### config.mk
export PLATFORM = sky130hd
export DESIGN_NAME = layers_serialize
export DESIGN_NICKNAME = d
export VERILOG_FILES = /design/src/rtl/layers_serialize_pkg.sv /design/src/rtl/layers_serialize.sv
export SDC_FILE = /design/constraint.sdc
export NUM_CORES = 1
export LEC_CHECK = 0
export BUFFER_PORTS_ARGS = -buffer_cell sky130_fd_sc_hd__clkbuf_2
export CORE_ASPECT_RATIO = 0.6
export CORE_MARGIN = 2
export CORE_UTILIZATION = 53
export CTS_BUF_LIST = sky130_fd_sc_hd__clkbuf_16
export DETAILED_ROUTE_END_ITERATION = 8
export PLACE_DENSITY_LB_ADDON = 0.25
export SLEW_MARGIN = 0
export SYNTH_ARGS = -nofsm -noshare
export SYNTH_HDL_FRONTEND = slang
export SYNTH_SLANG_ARGS = --single-unit
### constraint.sdc
create_clock -name clk -period 3.7 [get_ports clk]
set_input_delay 0.185 -clock clk [delete_from_list [all_inputs] [get_ports clk]]
set_output_delay 0.185 -clock clk [all_outputs]
set_load 0.05 [all_outputs]
### src/rtl/layers_serialize_pkg.sv
// Shared definitions for the result-word serializer: config address map,
// FSM state encoding and counter sizing helper.
package layers_serialize_pkg;

    // First config slot after the layer-stage registers.
    localparam int unsigned CFG_RESULTS = 7;
    localparam int unsigned FRAME_LEN_W = 16;

    typedef enum logic {
        EMPTY = 1'b0,
        SHIFT = 1'b1
    } ser_state_t;

    function automatic int unsigned cnt_width(input int unsigned n);
        return (n <= 2) ? 1 : $clog2(n);
    endfunction

endpackage

### src/rtl/layers_serialize.sv
// Serializes one DEPTH_NB x IMG_WIDTH result word into STR_WIDTH beats, lane 0
// first, and marks the final beat of each configured frame with str_last.
module layers_serialize
    import layers_serialize_pkg::*;
#(
    parameter int CFG_DWIDTH = 32,
    parameter int CFG_AWIDTH = 5,
    parameter int DEPTH_NB   = 16,
    parameter int IMG_WIDTH  = 16,
    parameter int STR_WIDTH  = 64
) (
    input  logic                          clk,
    input  logic                          rst_n,
    input  logic [CFG_DWIDTH-1:0]         cfg_data,
    input  logic [CFG_AWIDTH-1:0]         cfg_addr,
    input  logic                          cfg_valid,
    input  logic [DEPTH_NB*IMG_WIDTH-1:0] up_data,
    input  logic                          up_val,
    output logic                          up_rdy,
    output logic [STR_WIDTH-1:0]          str_data,
    output logic                          str_val,
    output logic                          str_last,
    input  logic                          str_rdy,
    output logic                          frame_done
);

    localparam int WORD_W = DEPTH_NB * IMG_WIDTH;
    localparam int BEATS  = WORD_W / STR_WIDTH;
    localparam int BCW    = cnt_width(BEATS);
    localparam logic [BCW-1:0] LAST_BEAT = BCW'(BEATS - 1);

    if (WORD_W % STR_WIDTH != 0) begin : g_bad_width
        $error("STR_WIDTH must divide DEPTH_NB*IMG_WIDTH exactly");
    end

    ser_state_t             state;
    logic [WORD_W-1:0]      shreg;
    logic [BCW-1:0]         beat_cnt;
    logic [FRAME_LEN_W-1:0] word_cnt;
    logic [FRAME_LEN_W-1:0] word_cnt_nx;
    logic [FRAME_LEN_W-1:0] frame_len;
    logic [FRAME_LEN_W-1:0] frame_len_nx;

    logic last_beat;
    logic beat_fire;
    logic word_done;
    logic frame_end;
    logic accept;
    logic unused_cfg;

    assign unused_cfg = ^cfg_data;

    assign last_beat = (state == SHIFT) && (beat_cnt == LAST_BEAT);
    assign beat_fire = (state == SHIFT) && str_rdy;
    assign word_done = last_beat && str_rdy;
    assign frame_end = word_done && str_last;

    assign str_val  = (state == SHIFT);
    assign str_data = shreg[STR_WIDTH-1:0];
    assign str_last = last_beat && (frame_len != '0) &&
                      (word_cnt == frame_len - FRAME_LEN_W'(1));

    // str_rdy feeds up_rdy combinationally so a new word loads on the last beat.
    assign up_rdy = rst_n && ((state == EMPTY) || word_done);
    assign accept = up_val && up_rdy;

    // A zero frame length pins the count at 0, so every word starts a new frame
    // and a later config write is picked up on the very next word.
    always_comb begin
        word_cnt_nx = word_cnt;
        if (word_done) begin
            if (frame_end || frame_len == '0)
                word_cnt_nx = '0;
            else
                word_cnt_nx = word_cnt + FRAME_LEN_W'(1);
        end
    end

    always_ff @(posedge clk) begin
        if (!rst_n) begin
            state        <= EMPTY;
            shreg        <= '0;
            beat_cnt     <= '0;
            word_cnt     <= '0;
            frame_len    <= '0;
            frame_len_nx <= '0;
            frame_done   <= 1'b0;
        end else begin
            frame_done <= frame_end;
            word_cnt   <= word_cnt_nx;
            if (cfg_valid && cfg_addr == CFG_AWIDTH'(CFG_RESULTS))
                frame_len_nx <= cfg_data[FRAME_LEN_W-1:0];

            // Frame length is sampled by the word that opens a frame.
            if (accept) begin
                state    <= SHIFT;
                shreg    <= up_data;
                beat_cnt <= '0;
                if (word_cnt_nx == '0)
                    frame_len <= frame_len_nx;
            end else if (word_done) begin
                state <= EMPTY;
            end else if (beat_fire) begin
                shreg    <= shreg >> STR_WIDTH;
                beat_cnt <= beat_cnt + BCW'(1);
            end
        end
    end

endmodule

# [Word level (Yosys, flattened, before mapping)]
# Cells that the tools add are included.
[word_totals] ff_bits=308 output_inout_bits=68
[op_classes] addsub=3 n_eq_ne=4 mux=7 bitwise=3 n_reduce_logical=20
[ops] operator="256-bit 2-to-1 mux" count=3
[ops] operator="16-bit logical NOT" count=2
[ops] operator="16-bit 2-to-1 mux" count=2
[ops] operator="16-bit by 1-bit adder with 16-bit output, second input constant" count=1
[ops] operator="16-bit == test" count=1
[ops] operator="16-bit nonzero test" count=1
[ops] operator="16-bit by 1-bit subtractor with 16-bit output, second input constant" count=1
[ops] operator="1-bit logical AND" count=9
[ops] operator="2-bit AND reduction" count=3
[ops] operator="5-bit by 3-bit == test with 1-bit output, second input constant" count=1
[ops] operator="2-bit nonzero test" count=2
[ops] operator="1-bit inverter" count=3
[ops] operator="2-bit by 1-bit adder with 2-bit output, second input constant" count=1
[ops] operator="2-bit == test, second input constant" count=1
[ops] operator="1-bit logical OR" count=2
[ops] operator="1-bit 2-to-1 mux" count=2
[ops] operator="2-bit by 1-bit inequality test with 1-bit output, second input constant" count=1
[ops] operator="2-bit OR reduction" count=1

# [Logic depth before layout (Yosys ltp)]
# Gate-level depths: netlist (run 1).
[depth] depth_word=10 depth_mapped=13

# [Worst setup path after synthesis (run 1)]
# Ideal clock, no wire load.
[synth_path] kind="register to register" from="register state (netlist: str_val)" to="register frame_len[10]" setup_time_ns=0.120 arrival_ns=2.962 required_time_ns=3.580 slack_ns=0.618 stages_incl_launch_ff=10 period_less_slack_ns=3.082 path_cell_list="dfxtp_1 nand3_1 nor4_2 mux2_2 nor3_1 a31oi_1 a2111oi_1 a31oi_4 buf_6 mux2i_1"
[synth_via] elab_chain_len=9 word_cells_on_any_way=14 classes_between="2 x mux; 1 x bitwise; 11 x reduce/logical"
[synth_rtl] element="start: declaration" line="layers_serialize.sv:36" rtl="ser_state_t state;"
[synth_rtl] element="start signal: assignment" line="layers_serialize.sv:81" rtl="state <= EMPTY;"
[synth_rtl] element="start signal: assignment" line="layers_serialize.sv:96" rtl="state <= SHIFT;"
[synth_rtl] element="start signal: assignment" line="layers_serialize.sv:102" rtl="state <= EMPTY;"
[synth_rtl] element="1-bit logical AND" line="layers_serialize.sv:53" rtl="assign last_beat = (state == SHIFT) && (beat_cnt == LAST_BEAT);"
[synth_rtl] element="1-bit logical AND (2 in series)" line="layers_serialize.sv:60" rtl="assign str_last = last_beat && (frame_len != '0) &&"
[synth_rtl] element="1-bit logical AND" line="layers_serialize.sv:56" rtl="assign frame_end = word_done && str_last;"
[synth_rtl] element="1-bit logical OR" line="layers_serialize.sv:72" rtl="if (frame_end || frame_len == '0)"
[synth_rtl] element="16-bit 2-to-1 mux" line="layers_serialize.sv:72"
[synth_rtl] element="16-bit 2-to-1 mux" line="layers_serialize.sv:71" rtl="if (word_done) begin"
[synth_rtl] element="16-bit logical NOT" line="layers_serialize.sv:99" rtl="if (word_cnt_nx == '0)"
[synth_rtl] element="2-bit AND reduction (no source line) *"
[synth_rtl] element="end signal: assignment" line="layers_serialize.sv:100" rtl="frame_len <= frame_len_nx;"
[synth_rtl] element="end: declaration" line="layers_serialize.sv:41" rtl="logic [FRAME_LEN_W-1:0] frame_len;"
# Every way passes the cells marked *; elsewhere a longest branch is shown, timed or not.
# A chain may end at the register's enable or synchronous reset.

# [Final worst setup path (run 1)]
[layout_path] from="register frame_len[1]" to="output port str_last"
[layout_via] elab_chain_len=3 word_cells_on_any_way=5 classes_between="1 x add/sub; 1 x eq/ne; 3 x reduce/logical"
[layout_rtl] element="16-bit by 1-bit subtractor with 16-bit output or 16-bit nonzero test (tied branches)" line="layers_serialize.sv:61, layers_serialize.sv:60"
[layout_rtl] element="16-bit == test or 1-bit logical AND (tied branches)" line="layers_serialize.sv:61, layers_serialize.sv:60"
[layout_rtl] element="1-bit logical AND *" line="layers_serialize.sv:60"
[layout_rtl] element="end: declaration" line="layers_serialize.sv:22" rtl="output logic str_last,"
# Marks and branches as above.

==> metrics.txt, run 1 <==
# TYPE chip_impl_metric gauge
chip_impl_info{name="critical-path-top-cell-by-count",value="sky130_fd_sc_hd__o21a_1"} 1
chip_impl_metric{name="route.antenna.remaining_nets",unit=""} 0
chip_impl_metric{name="stdcell_count",unit=""} 2470
chip_impl_metric{name="dpl_cell_area",unit="µm²"} 15400
chip_impl_metric{name="reg2reg_setup_slack",unit="ns"} 0.58
chip_impl_info{name="startpoint",value="frame_len[1]$_SDFFE_PN0P_"} 1
chip_impl_metric{name="synth_edf_count",unit=""} 0
chip_impl_metric{name="core_area",unit="µm²"} 25600
chip_impl_metric{name="gp_congestion",unit=""} 0.872
chip_impl_metric{name="p_int",unit="mW"} 5.63
chip_impl_metric{name="numCtsBuffers",unit=""} 30
chip_impl_metric{name="clock_tree_buffer_depth",unit=""} 3
chip_impl_metric{name="postSynthRegisterBits",unit=""} 308
chip_impl_metric{name="p_leak",unit="nW"} 8.14
chip_impl_info{name="synth_flop_cell",value="sky130_fd_sc_hd__dfxtp_1"} 1
chip_impl_metric{name="synth_sequential_area_ratio",unit=""} 0.441
chip_impl_metric{name="drt_iter0_drc",unit=""} 1376
chip_impl_metric{name="die_height",unit="µm"} 130
chip_impl_metric{name="net_count_after_synthesis",unit=""} 1927
chip_impl_metric{name="grt_start_max_net_pins",unit=""} 215
chip_impl_info{name="result_of_the_run",value="finished clean"} 1
chip_impl_metric{name="period_share",unit=""} 0.908
chip_impl_metric{name="grt_remaining_overflow",unit=""} 0
chip_impl_metric{name="maxCapViolCount",unit=""} 0
chip_impl_info{name="timing.critical_path.to_type",value="output port"} 1
chip_impl_metric{name="pin_count",unit=""} 366
chip_impl_metric{name="share_of_power_burned_in_the_clock_network",unit=""} 0.389
chip_impl_metric{name="crit_arrival",unit="ns"} 3.17
chip_impl_metric{name="reg2regPathDepth",unit=""} 11
chip_impl_metric{name="share_comb_of_total_power",unit=""} 0.152
chip_impl_metric{name="wl",unit="µm"} 47200
chip_impl_metric{name="post-route-min-period",unit="ns"} 3.36
chip_impl_metric{name="worst_hold_slack",unit="ns"} 0.0239
chip_impl_metric{name="gr-usage-met2",unit=""} 0.519
chip_impl_info{name="worstReg2RegStart",value="beat_cnt[0]$_SDFFE_PP0P_"} 1
chip_impl_metric{name="final_layout_size_suffix_gt1_frac",unit=""} 0.205
chip_impl_metric{name="worst_path_largest_cell_delay",unit="ns"} 0.55
chip_impl_metric{name="rows",unit=""} 45
chip_impl_info{name="worstReg2RegEnd",value="frame_len[8]$_SDFFE_PN0P_"} 1
chip_impl_info{name="cts_root_buf",value="sky130_fd_sc_hd__clkbuf_16"} 1
chip_impl_metric{name="finalHoldViolations",unit=""} 0
chip_impl_metric{name="clk_pin_slew",unit="ns"} 0.07
chip_impl_info{name="worst_setup_path_type",value="reg -> out"} 1
chip_impl_metric{name="number_of_setup_buffers_added_after_cts",unit=""} 0
chip_impl_metric{name="cts.htree.levels",unit=""} 1
chip_impl_metric{name="vdd_ir_drop_max",unit="mV"} 0.375
chip_impl_metric{name="cp_data_required_time",unit="ns"} 3.51
chip_impl_metric{name="cts_hold_repair.buffers",unit=""} 270
chip_impl_metric{name="p_seq_frac",unit=""} 0.460
chip_impl_info{name="worst_path_max_delay_cell",value="sky130_fd_sc_hd__or4b_1"} 1
chip_impl_metric{name="avgRoutedWirePerCell",unit="µm"} 19.1
chip_impl_metric{name="floorplan.die_area",unit="µm²"} 27700
chip_impl_metric{name="syn-mean-instance-area",unit="µm²"} 8.60
chip_impl_metric{name="switching_power",unit="mW"} 2.08
chip_impl_metric{name="finalSetupTns",unit="ns"} 0
chip_impl_metric{name="grt.met3_usage",unit=""} 0.0746
chip_impl_info{name="crit_end",value="str_last"} 1
chip_impl_metric{name="critical_path_peak_fanout",unit=""} 10
chip_impl_metric{name="postSynth.asyncResetShare",unit=""} 0
chip_impl_metric{name="placed_cells_incl_taps",unit=""} 2138
chip_impl_metric{name="syn2layout_area_growth",unit="%"} 36.1
chip_impl_info{name="globalRoute.busiestLayer",value="met2"} 1
chip_impl_metric{name="syn-cell-area",unit="µm²"} 14000
chip_impl_metric{name="synthCells",unit=""} 1625
chip_impl_metric{name="post_detailed_route_via_to_cell_ratio",unit=""} 5.76
chip_impl_info{name="timing.critical_path.from_type",value="register"} 1
chip_impl_metric{name="initial_util",unit=""} 0.546
chip_impl_info{name="rsz0062_at_grt",value="false"} 1
chip_impl_metric{name="worstMarginPinSlew",unit="ns"} 1.06
chip_impl_info{name="crit_path_cell_trace",value="inv_1 > ha_1 > or4b_1 > o21a_1 > o21a_1 > o31ai_1 > o21ai_1 > nor2_1 > clkbuf_2"} 1
chip_impl_metric{name="detailed_place_hpwl",unit="µm"} 26800
chip_impl_metric{name="die_x",unit="µm"} 214
chip_impl_metric{name="stdcell_area",unit="µm²"} 19000
chip_impl_metric{name="grt_use_total",unit=""} 0.329
chip_impl_metric{name="power.density",unit="nW/µm²"} 405
chip_impl_metric{name="final_count_of_negative_setup_slack_endpoints",unit=""} 0
chip_impl_info{name="worst_hold_path_type",value="in -> reg"} 1
chip_impl_metric{name="port_buffers",unit=""} 349
chip_impl_metric{name="cts_resized",unit=""} 0
chip_impl_info{name="cts_tree",value="built"} 1
chip_impl_metric{name="preCtsSetupSlack",unit="ns"} 0.635
chip_impl_metric{name="synth_warnings",unit=""} 0
chip_impl_metric{name="globalRouteMet1Util",unit=""} 0.435
chip_impl_metric{name="drc_errors",unit=""} 0
chip_impl_metric{name="fin_nets",unit=""} 2390
chip_impl_metric{name="antenna_found_initial",unit=""} 6
chip_impl_metric{name="dr_total_vias",unit=""} 14200
chip_impl_metric{name="drt-pass1-iter-count",unit=""} 5
chip_impl_metric{name="grt_pass1_vias",unit=""} 14000
chip_impl_metric{name="grt_first_pass_wirelength",unit="µm"} 73000
chip_impl_metric{name="fmax",unit="MHz"} 298
chip_impl_metric{name="skew",unit="ns"} 0.0148
chip_impl_metric{name="synth.lib_cells_used.distinct",unit=""} 62
chip_impl_metric{name="timing.slew.headroom",unit=""} 0.296
chip_impl_metric{name="timing.final.max_slew_violations",unit=""} 0
chip_impl_metric{name="postLayoutSetupSlackWorst",unit="ns"} 0.340
chip_impl_metric{name="cts.sinks",unit=""} 308
chip_impl_metric{name="power.switching_fraction",unit=""} 0.270
chip_impl_metric{name="source_to_sink_clock_delay_at_the_later_pin_of_the_worst_skew_pair",unit="ns"} 0.56
per-layer routing:
layer  vias to the layer above  routed length, µm
li1                       6552                  -
met1                      6722              20000
met2                       772              21200
met3                       178               3940
met4                         2               1990
met5                         -                 13
cell type report:
| type | count | area (µm²) |
|---|---|---|
| Timing Repair Buffer | 639 | 4670 |
| Inverter | 18 | 67.6 |
| Sequential cell | 308 | 6170 |
| Fill cell | 1739 | 6590 |
| Multi-Input combinational cell | 1091 | 6720 |
| Clock inverter | 23 | 168 |
| Antenna cell | 8 | 20.0 |
| Tap cell | 352 | 440 |
| Clock buffer | 31 | 776 |
cells in the final DEF (no fill, tap or decap), drive strengths merged, types with 7 or more instances in the layout:
cell	n
xnor2	19
a22oi	129
dfxtp	308
and3	9
nand4	10
diode	8
dlygate4sd3	270
o211a	64
nor3	9
a21boi	195
buf	20
xor2	13
clkinv	13
nand3	141
clkbuf	380
inv	24
nor4	7
nand2	354
nor2b	19
o21ai	8
mux2i	32
nor2	29
cells by family (layout without fill, tap and decap cells):
group                      Yosys count  count (layout)  synth area share
AOI/OAI and AO/OA                  425             425             0.239
xor gates and xnor gates            32              32            0.0206
adders and majority gates            4               4           0.00358
buffers and inverters              226             711            0.0800
DFF                                308             308             0.441
muxes                               34              34            0.0245
other                                0               8                 0
and+or+nand+nor                    596             596             0.191
through the flow:
| stage | utilization | power [mW] |
|---|---|---|
| after detailed placement | 0.600 | 4.50 |
| after global placement | 0.600 | 4.48 |
| final | 0.743 | 7.71 |
| after CTS | 0.742 | 7.68 |
| after global routing | 0.743 | 7.98 |
| after floorplan | - | 4.23 |
registers in the layout, summed over array words and instances, names as in the netlist:
register	cells
str_val	1
beat_cnt	2
shreg	256
word_cnt	16
frame_done	1
frame_len_nx	16
frame_len	16
critical path: cells and delay by family, from the launching register on:
kind / cells / cell delay, ns
AND/OR/NAND/NOR: 2 / 0.75
adder cells (fa/ha/maj): 1 / 0.38
AO/OA/AOI/OAI: 4 / 0.78
flip-flops: 1 / 0.32
buffers and inverters: 2 / 0.39
Yosys cell counts, drive strengths merged, types with 3 or more instances:
cell    number  area share
a21boi     195        0.10
a21oi        5      0.0018
a22oi      129       0.069
a31oi        5      0.0033
and3         9      0.0041
buf         79       0.041
clkbuf     129       0.035
dfxtp      308        0.44
ha           4      0.0036
inv         18      0.0048
mux2i       32       0.023
nand2      354       0.095
nand3      141       0.050
nand4       10      0.0049
nor2        29      0.0078
nor2b       19      0.0085
nor3         9      0.0044
nor4         7      0.0045
o211a       64       0.046
o21a         3      0.0016
o21ai        8      0.0031
o31ai        3      0.0016
or3          3      0.0013
or4          3      0.0019
xnor2       19       0.012
xor2        13      0.0081
worst min path at each step:
stage                            start                 endpoint  slack, ns  cells past startpoint
after floorplan                 up_val     str_val$_SDFFE_PN0P_       0.32                      2
after global placement    up_data[251]  shreg[251]$_SDFFE_PN0P_       0.42                      3
after detailed placement  up_data[251]  shreg[251]$_SDFFE_PN0P_       0.43                      3
after CTS                  up_data[81]   shreg[81]$_SDFFE_PN0P_       0.01                      3
after global routing       up_data[81]   shreg[81]$_SDFFE_PN0P_       0.04                      3
final                      up_data[81]   shreg[81]$_SDFFE_PN0P_       0.02                      3
power by group through the flow:
stage | registers [mW] | logic (mW) | clock network [mW]
after global routing | 3.56 | 1.25 | 3.17
after detailed placement | 3.61 | 0.893 | 0
after CTS | 3.54 | 1.13 | 3.02
final | 3.54 | 1.17 | 3.00
after floorplan | 3.59 | 0.647 | 0
after global placement | 3.60 | 0.878 | 0
No activity file was read; power rests on OpenSTA's default activity.
==> run 2: changes to the inputs <==
--- a/config.mk
+++ b/config.mk
@@ -5,12 +5,14 @@
 export SDC_FILE = /design/constraint.sdc
 export NUM_CORES = 1
 export LEC_CHECK = 0
+export ABC_AREA = 1
 export BUFFER_PORTS_ARGS = -buffer_cell sky130_fd_sc_hd__clkbuf_2
-export CORE_ASPECT_RATIO = 0.6
+export CORE_ASPECT_RATIO = 1.4
 export CORE_MARGIN = 2
 export CORE_UTILIZATION = 53
 export CTS_BUF_LIST = sky130_fd_sc_hd__clkbuf_16
 export DETAILED_ROUTE_END_ITERATION = 8
+export HOLD_SLACK_MARGIN = 0.06
 export PLACE_DENSITY_LB_ADDON = 0.25
 export SLEW_MARGIN = 0
 export SYNTH_ARGS = -nofsm -noshare
==> metrics.txt, run 2 <==
# TYPE chip_impl_metric gauge
chip_impl_info{name="result_of_the_run",value="finished clean"} 1
chip_impl_info{name="worstReg2RegEnd",value="frame_len[5]$_SDFFE_PN0P_"} 1
chip_impl_info{name="cts_root_buf",value="sky130_fd_sc_hd__clkbuf_16"} 1
chip_impl_info{name="yosys-top-cells-area",value="sky130_fd_sc_hd__dfxtp_1, sky130_fd_sc_hd__nand2_1, sky130_fd_sc_hd__a31oi_1"} 1
chip_impl_metric{name="route.antenna.remaining_nets",unit=""} 0
chip_impl_metric{name="rows",unit=""} 68
chip_impl_metric{name="die_height",unit="µm"} 192
chip_impl_metric{name="share_of_power_burned_in_the_clock_network",unit=""} 0.374
chip_impl_info{name="cts_tree",value="built"} 1
chip_impl_metric{name="placed_cells_incl_taps",unit=""} 2385
chip_impl_metric{name="core_area",unit="µm²"} 24800
chip_impl_info{name="timing.critical_path.to_type",value="register"} 1
chip_impl_metric{name="dr_total_vias",unit=""} 14900
chip_impl_metric{name="p_seq_frac",unit=""} 0.461
chip_impl_metric{name="synthCells",unit=""} 1892
chip_impl_metric{name="worst_path_largest_cell_delay",unit="ns"} 0.57
chip_impl_metric{name="fmax",unit="MHz"} 322
chip_impl_metric{name="synth_edf_count",unit=""} 0
chip_impl_metric{name="cts_resized",unit=""} 0
chip_impl_metric{name="reg2reg_setup_slack",unit="ns"} 0.59
chip_impl_info{name="worstReg2RegStart",value="frame_len[0]$_SDFFE_PN0P_"} 1
chip_impl_metric{name="cp_data_required_time",unit="ns"} 4.14
chip_impl_metric{name="drc_errors",unit=""} 0
chip_impl_metric{name="timing.final.max_slew_violations",unit=""} 0
chip_impl_metric{name="post-route-min-period",unit="ns"} 3.11
chip_impl_metric{name="pin_count",unit=""} 366
chip_impl_metric{name="postSynthRegisterBits",unit=""} 308
chip_impl_metric{name="postSynth.asyncResetShare",unit=""} 0
chip_impl_metric{name="detailed_place_hpwl",unit="µm"} 24700
chip_impl_metric{name="power.density",unit="nW/µm²"} 421
chip_impl_metric{name="final_layout_size_suffix_gt1_frac",unit=""} 0.178
chip_impl_metric{name="vdd_ir_drop_max",unit="mV"} 0.522
chip_impl_metric{name="crit_arrival",unit="ns"} 3.55
chip_impl_metric{name="switching_power",unit="mW"} 2.12
chip_impl_metric{name="stdcell_area",unit="µm²"} 18400
chip_impl_metric{name="source_to_sink_clock_delay_at_the_later_pin_of_the_worst_skew_pair",unit="ns"} 0.54
chip_impl_metric{name="cts_hold_repair.buffers",unit=""} 272
chip_impl_metric{name="maxCapViolCount",unit=""} 0
chip_impl_metric{name="reg2regPathDepth",unit=""} 16
chip_impl_metric{name="finalHoldViolations",unit=""} 0
chip_impl_metric{name="numCtsBuffers",unit=""} 29
chip_impl_metric{name="grt_first_pass_wirelength",unit="µm"} 69700
chip_impl_metric{name="grt_remaining_overflow",unit=""} 0
chip_impl_metric{name="number_of_setup_buffers_added_after_cts",unit=""} 0
chip_impl_metric{name="power.switching_fraction",unit=""} 0.273
chip_impl_info{name="layout_common_cells",value="sky130_fd_sc_hd__nand2_1, sky130_fd_sc_hd__clkbuf_2, sky130_fd_sc_hd__dfxtp_1"} 1
chip_impl_info{name="largest_register",value="shreg"} 1
chip_impl_metric{name="worstMarginPinSlew",unit="ns"} 0.902
chip_impl_metric{name="grt_pass1_vias",unit=""} 14300
chip_impl_metric{name="post_detailed_route_via_to_cell_ratio",unit=""} 5.49
chip_impl_metric{name="syn2layout_area_growth",unit="%"} 37.7
chip_impl_metric{name="grt_use_total",unit=""} 0.317
chip_impl_metric{name="skew",unit="ns"} 0.0169
chip_impl_metric{name="drt-pass1-iter-count",unit=""} 6
chip_impl_metric{name="fin_nets",unit=""} 2675
chip_impl_info{name="timing.hold.worst_endpoint",value="frame_done$_SDFF_PN0_"} 1
chip_impl_metric{name="synth.lib_cells_used.distinct",unit=""} 35
chip_impl_metric{name="synth_sequential_area_ratio",unit=""} 0.461
chip_impl_metric{name="postLayoutSetupSlackWorst",unit="ns"} 0.591
chip_impl_metric{name="cts.sinks",unit=""} 308
chip_impl_metric{name="drt_iter0_drc",unit=""} 1346
chip_impl_info{name="worst_hold_path_type",value="in -> reg"} 1
chip_impl_metric{name="net_count_after_synthesis",unit=""} 2194
chip_impl_metric{name="gp_congestion",unit=""} 0.886
chip_impl_metric{name="clk_pin_slew",unit="ns"} 0.06
chip_impl_info{name="cell_with_the_most_instances_after_synthesis",value="sky130_fd_sc_hd__nand2_1"} 1
chip_impl_metric{name="synth_warnings",unit=""} 0
chip_impl_info{name="worst_path_max_delay_cell",value="sky130_fd_sc_hd__nor2_4"} 1
chip_impl_info{name="crit_path_cell_trace",value="inv_1 > ha_1 > nand2_2 > nor2_4 > nand2_1 > nand3_1 > nand3_1 > nor2_1 > nand3_2 > a21oi_4 > or2_1 > nand2_2 > nor2_4 > nand3_1 > nand2_1 > nor2_1"} 1
chip_impl_metric{name="port_buffers",unit=""} 349
chip_impl_metric{name="stdcell_count",unit=""} 2713
chip_impl_metric{name="avgRoutedWirePerCell",unit="µm"} 16.5
chip_impl_metric{name="wl",unit="µm"} 44800
chip_impl_info{name="mostFrequentLayoutCell",value="sky130_fd_sc_hd__nand2_1"} 1
chip_impl_info{name="synth_flop_cell",value="sky130_fd_sc_hd__dfxtp_1"} 1
chip_impl_metric{name="antenna_found_initial",unit=""} 2
chip_impl_metric{name="period_share",unit=""} 0.840
chip_impl_metric{name="min_delay_path_depth",unit=""} 3
chip_impl_metric{name="syn-cell-area",unit="µm²"} 13400
chip_impl_metric{name="initial_util",unit=""} 0.540
chip_impl_info{name="worst_hold_startpoint",value="str_rdy"} 1
chip_impl_metric{name="max_reg_flops",unit=""} 256
chip_impl_info{name="synth.cells.most_frequent",value="sky130_fd_sc_hd__nand2_1, sky130_fd_sc_hd__dfxtp_1, sky130_fd_sc_hd__a31oi_1"} 1
chip_impl_metric{name="p_int",unit="mW"} 5.63
chip_impl_info{name="yosysTopAreaCell",value="sky130_fd_sc_hd__dfxtp_1"} 1
chip_impl_info{name="rsz0062_at_grt",value="false"} 1
chip_impl_metric{name="p_leak",unit="nW"} 7.58
chip_impl_metric{name="die_x",unit="µm"} 138
chip_impl_metric{name="floorplan.die_area",unit="µm²"} 26500
chip_impl_metric{name="preCtsSetupSlack",unit="ns"} 0.632
chip_impl_info{name="critical-path-top-cell-by-count",value="sky130_fd_sc_hd__nand3_1"} 1
chip_impl_metric{name="grt_start_max_net_pins",unit=""} 166
chip_impl_metric{name="share_comb_of_total_power",unit=""} 0.165
chip_impl_metric{name="totalPowerFinal",unit="mW"} 7.74
chip_impl_metric{name="layout.filler_cells",unit=""} 1722
chip_impl_metric{name="dpl_cell_area",unit="µm²"} 14800
chip_impl_metric{name="cts.htree.levels",unit=""} 1
chip_impl_metric{name="critical_path_peak_fanout",unit=""} 32
chip_impl_info{name="worst_setup_path_type",value="reg -> reg"} 1
chip_impl_metric{name="timing.slew.headroom",unit=""} 0.399
chip_impl_metric{name="syn-mean-instance-area",unit="µm²"} 7.06
chip_impl_metric{name="final_count_of_negative_setup_slack_endpoints",unit=""} 0
chip_impl_metric{name="finalSetupTns",unit="ns"} 0
chip_impl_metric{name="synth_top_area_share",unit=""} 0.461
chip_impl_metric{name="clock_tree_buffer_depth",unit=""} 3
chip_impl_info{name="timing.critical_path.from_type",value="register"} 1
[run 2: cell count changes after synthesis, moves of 40 or more]
| cell | delta |
|---|---|
| sky130_fd_sc_hd__a22oi_1 | -129 |
| sky130_fd_sc_hd__o211a_1 | -64 |
| sky130_fd_sc_hd__nand2_1 | +479 |
| sky130_fd_sc_hd__inv_1 | +52 |
| sky130_fd_sc_hd__nor2_1 | +40 |
| sky130_fd_sc_hd__a21oi_1 | +92 |
| sky130_fd_sc_hd__a21boi_0 | -195 |
| sky130_fd_sc_hd__a31oi_1 | +188 |
| sky130_fd_sc_hd__nand3_1 | -101 |
[run 2: cells by family (layout without fill, tap and decap cells)]
group                    count (synthesis)  after routing  synth area share
XOR/XNOR                                19             19            0.0125
adder cells (fa/ha/maj)                  4              4           0.00374
AND/OR/NAND/NOR                        985            985             0.290
flip-flops                             308            308             0.461
buffers and inverters                  260            762            0.0930
AO/OA/AOI/OAI                          316            316             0.139
other                                    0              4                 0
[run 2: stage by stage]
stage / utilization / hold slack (ns)
global route: 0.743 / 0.122
floorplan: - / 0.323
global placement: 0.596 / 0.423
detailed placement: 0.596 / 0.425
finish: 0.743 / 0.0903
CTS: 0.743 / 0.0813
[run 2: cell type report]
| cell class | count | area [µm²] | share of cell area |
|---|---|---|---|
| Clock inverter | 23 | 179 | 0.00972 |
| Inverter | 75 | 307 | 0.0167 |
| Antenna cell | 4 | 10.0 | 0.000544 |
| Sequential cell | 308 | 6170 | 0.335 |
| Multi-Input combinational cell | 1324 | 5960 | 0.324 |
| Timing Repair Buffer | 635 | 4660 | 0.253 |
| Tap cell | 315 | 394 | 0.0214 |
| Clock buffer | 29 | 726 | 0.0394 |
[run 2: metal layers]
layer / track usage / vias up / share of wire
li1: - / 7039 / -
met1: 0.360 / 6790 / 0.37
met2: 0.565 / 846 / 0.50
met3: 0.0486 / 226 / 0.064
met4: 0.190 / 0 / 0.061
met5: 0 / - / 0
[run 2: worst max-delay path by stage]
stage                                      end                 startpoint
finish               frame_len[5]$_SDFFE_PN0P_  frame_len[0]$_SDFFE_PN0P_
global route         frame_len[8]$_SDFFE_PN0P_  frame_len[0]$_SDFFE_PN0P_
CTS                  frame_len[7]$_SDFFE_PN0P_  frame_len[0]$_SDFFE_PN0P_
detailed placement   frame_len[5]$_SDFFE_PN0P_  frame_len[0]$_SDFFE_PN0P_
global placement    frame_len[11]$_SDFFE_PN0P_  frame_len[0]$_SDFFE_PN0P_
floorplan              shreg[188]$_SDFFE_PN0P_       str_val$_SDFFE_PN0P_
[run 2: power by group through the flow]
stage / Combinational, mW / Clock (mW) / Sequential, mW
floorplan: 0.725 / 0 / 3.61
global placement: 0.992 / 0 / 3.63
detailed placement: 1.00 / 0 / 3.63
CTS: 1.24 / 2.92 / 3.56
global route: 1.39 / 3.05 / 3.58
finish: 1.28 / 2.89 / 3.57
[run 2: critical path: cells and delay by family, from the launching register on]
kind                     cells  cell delay [ns]
AO/OA/AOI/OAI                1             0.27
flip-flops                   1             0.32
AND/OR/NAND/NOR             13             2.00
buffers and inverters        1             0.15
adder cells (fa/ha/maj)      1             0.25
==> run 3: changes to the inputs <==
==> constraint.sdc (replaced) <==
create_clock -name clk -period 3 [get_ports clk]
set_input_delay 0.15 -clock clk [delete_from_list [all_inputs] [get_ports clk]]
set_output_delay 0.15 -clock clk [all_outputs]
set_load 0.05 [all_outputs]
==> metrics.txt, run 3 (synthesized netlist as in run 2, its figures left out) <==
# TYPE chip_impl_metric gauge
chip_impl_info{name="result_of_the_run",value="finished clean"} 1
chip_impl_metric{name="vdd_ir_drop_max",unit="mV"} 0.527
chip_impl_metric{name="numCtsBuffers",unit=""} 29
chip_impl_metric{name="period_share",unit=""} 0.934
chip_impl_metric{name="critical_path_peak_fanout",unit=""} 32
chip_impl_info{name="cts_root_buf",value="sky130_fd_sc_hd__clkbuf_16"} 1
chip_impl_metric{name="crit_arrival",unit="ns"} 3.26
chip_impl_metric{name="drt_iter0_drc",unit=""} 1363
chip_impl_metric{name="pin_count",unit=""} 366
chip_impl_metric{name="skew",unit="ns"} 0.0307
chip_impl_metric{name="grt_pass1_vias",unit=""} 15300
chip_impl_metric{name="dr_total_vias",unit=""} 15500
chip_impl_metric{name="initial_util",unit=""} 0.540
chip_impl_metric{name="syn2layout_area_growth",unit="%"} 42.8
chip_impl_metric{name="gp_congestion",unit=""} 0.916
chip_impl_metric{name="antenna_found_initial",unit=""} 4
chip_impl_metric{name="cts.sinks",unit=""} 308
chip_impl_metric{name="cts.htree.levels",unit=""} 1
chip_impl_metric{name="max_reg_flops",unit=""} 256
chip_impl_metric{name="avgRoutedWirePerCell",unit="µm"} 17.9
chip_impl_metric{name="worst_hold_slack",unit="ns"} 0.0809
chip_impl_metric{name="maxCapViolCount",unit=""} 0
chip_impl_info{name="layout_common_cells",value="sky130_fd_sc_hd__nand2_1, sky130_fd_sc_hd__clkbuf_2, sky130_fd_sc_hd__dfxtp_1"} 1
chip_impl_metric{name="drt-pass1-iter-count",unit=""} 6
chip_impl_metric{name="die_x",unit="µm"} 138
chip_impl_metric{name="share_comb_of_total_power",unit=""} 0.165
chip_impl_metric{name="placed_cells_incl_taps",unit=""} 2400
chip_impl_metric{name="fmax",unit="MHz"} 357
chip_impl_metric{name="wl",unit="µm"} 49500
chip_impl_metric{name="core_area",unit="µm²"} 24800
chip_impl_metric{name="floorplan.die_area",unit="µm²"} 26500
chip_impl_info{name="timing.critical_path.to_type",value="register"} 1
chip_impl_metric{name="post-route-min-period",unit="ns"} 2.80
chip_impl_metric{name="clock_tree_buffer_depth",unit=""} 3
chip_impl_info{name="timing.critical_path.from_type",value="register"} 1
chip_impl_metric{name="fin_nets",unit=""} 2727
chip_impl_metric{name="grt_first_pass_wirelength",unit="µm"} 76400
chip_impl_metric{name="detailed_place_hpwl",unit="µm"} 25400
chip_impl_metric{name="grt_remaining_overflow",unit=""} 0
chip_impl_metric{name="die_height",unit="µm"} 192
chip_impl_metric{name="power.switching_fraction",unit=""} 0.269
chip_impl_metric{name="rows",unit=""} 68
chip_impl_info{name="worst_hold_path_type",value="in -> reg"} 1
chip_impl_info{name="mostFrequentLayoutCell",value="sky130_fd_sc_hd__nand2_1"} 1
chip_impl_metric{name="source_to_sink_clock_delay_at_the_later_pin_of_the_worst_skew_pair",unit="ns"} 0.57
chip_impl_metric{name="share_of_power_burned_in_the_clock_network",unit=""} 0.402
chip_impl_metric{name="p_seq_frac",unit=""} 0.433
chip_impl_metric{name="post_detailed_route_via_to_cell_ratio",unit=""} 5.59
chip_impl_metric{name="grt_use_total",unit=""} 0.354
chip_impl_metric{name="final_layout_size_suffix_gt1_frac",unit=""} 0.188
chip_impl_info{name="worst_setup_path_type",value="reg -> reg"} 1
chip_impl_info{name="cts_tree",value="built"} 1
chip_impl_metric{name="final_count_of_negative_setup_slack_endpoints",unit=""} 0
chip_impl_metric{name="p_leak",unit="nW"} 7.95
chip_impl_metric{name="cp_data_required_time",unit="ns"} 3.45
chip_impl_metric{name="timing.final.max_slew_violations",unit=""} 0
chip_impl_metric{name="timing.slew.headroom",unit=""} 0.327
chip_impl_metric{name="finalSetupTns",unit="ns"} 0
chip_impl_metric{name="finalHoldViolations",unit=""} 0
chip_impl_metric{name="stdcell_count",unit=""} 2770
chip_impl_metric{name="power.density",unit="nW/µm²"} 533
chip_impl_info{name="largest_register",value="shreg"} 1
chip_impl_metric{name="route.antenna.remaining_nets",unit=""} 0
chip_impl_metric{name="p_int",unit="mW"} 7.43
chip_impl_metric{name="grt_start_max_net_pins",unit=""} 100
chip_impl_metric{name="switching_power",unit="mW"} 2.73
chip_impl_metric{name="worstMarginPinSlew",unit="ns"} 1.01
chip_impl_metric{name="port_buffers",unit=""} 349
chip_impl_metric{name="drc_errors",unit=""} 0
chip_impl_metric{name="clk_pin_slew",unit="ns"} 0.07
==> run 3: final cells by class <==
class	instances	area, µm²
diodes	9	22.5
clock buffers	29	726
clock inverters	23	318
fillers	1599	5680
inverters	75	325
multi-input cells	1324	5970
flip-flops and latches	308	6170
well taps	315	394
repair buffers	686	5150
repair inverters	1	8.76
==> run 3: metrics by stage <==
step           setup slack [ns]  total power [mW]   util  instance area (µm²)
6_report                  0.197              10.2  0.771                19100
5_1_grt                 -0.0252              10.5  0.770                19100
4_1_cts                   0.138              10.0  0.766                19000
3_5_place_dp              0.215              5.74  0.601                14900
3_3_place_gp              0.327              5.72  0.601                14900
2_1_floorplan            0.0145              5.35      -                13400
==> run 3: what timing repair did <==
item	4_1_cts	5_1_grt
hold buffers	304	1
setup buffers	0	3
setup endpoints to repair	0	46
gates resized for setup	0	12
endpoints found under the hold margin	272	1
==> run 3: worst paths after layout <==
kind / startpoint / endpoint / slack [ns] / depth (start not counted)
setup reg to reg: frame_len[5]$_SDFFE_PN0P_ / frame_len[8]$_SDFFE_PN0P_ / 0.20 / 19
hold reg to reg: shreg[220]$_SDFFE_PN0P_ / shreg[220]$_SDFFE_PN0P_ / 0.46 / 2
hold / removal: rst_n / shreg[186]$_SDFFE_PN0P_ / 0.08 / 3
setup / recovery: frame_len[5]$_SDFFE_PN0P_ / frame_len[8]$_SDFFE_PN0P_ / 0.20 / 19
==> run 3: critical path, cell delays in order (launching register included) <==
cell                      delay [ns]
sky130_fd_sc_hd__dfxtp_1        0.40
sky130_fd_sc_hd__nor2_1         0.21
sky130_fd_sc_hd__nand2_1        0.14
sky130_fd_sc_hd__nor2_4         0.20
sky130_fd_sc_hd__nand3_1        0.10
sky130_fd_sc_hd__nand2_1        0.11
sky130_fd_sc_hd__nand2_1        0.06
sky130_fd_sc_hd__inv_1          0.05
sky130_fd_sc_hd__nand2_1        0.06
sky130_fd_sc_hd__nor2_2         0.11
sky130_fd_sc_hd__nand3_2        0.13
sky130_fd_sc_hd__a21oi_4        0.25
sky130_fd_sc_hd__buf_4          0.17
sky130_fd_sc_hd__a21o_1         0.09
sky130_fd_sc_hd__nand2_1        0.09
sky130_fd_sc_hd__nor2_4         0.12
sky130_fd_sc_hd__buf_12         0.18
sky130_fd_sc_hd__nand3_1        0.10
sky130_fd_sc_hd__nand2_1        0.07
sky130_fd_sc_hd__nor2_1         0.05
==> run 3: layer usage <==
metal / track usage / wire length (µm) / vias to the layer above
met5: 0 / 0 / -
met4: 0.246 / 3850 / 0
met3: 0.0870 / 3850 / 335
met2: 0.620 / 24500 / 956
met1: 0.375 / 17200 / 7041
li1: - / - / 7153
==> run 3: power by group through the flow <==
stage,logic (mW),clock network (mW),registers (mW)
after floorplan,0.895,0,4.45
after global placement,1.24,0,4.47
after detailed placement,1.26,0,4.48
after CTS,1.58,4.08,4.39
after global routing,1.81,4.28,4.42
final,1.68,4.08,4.41
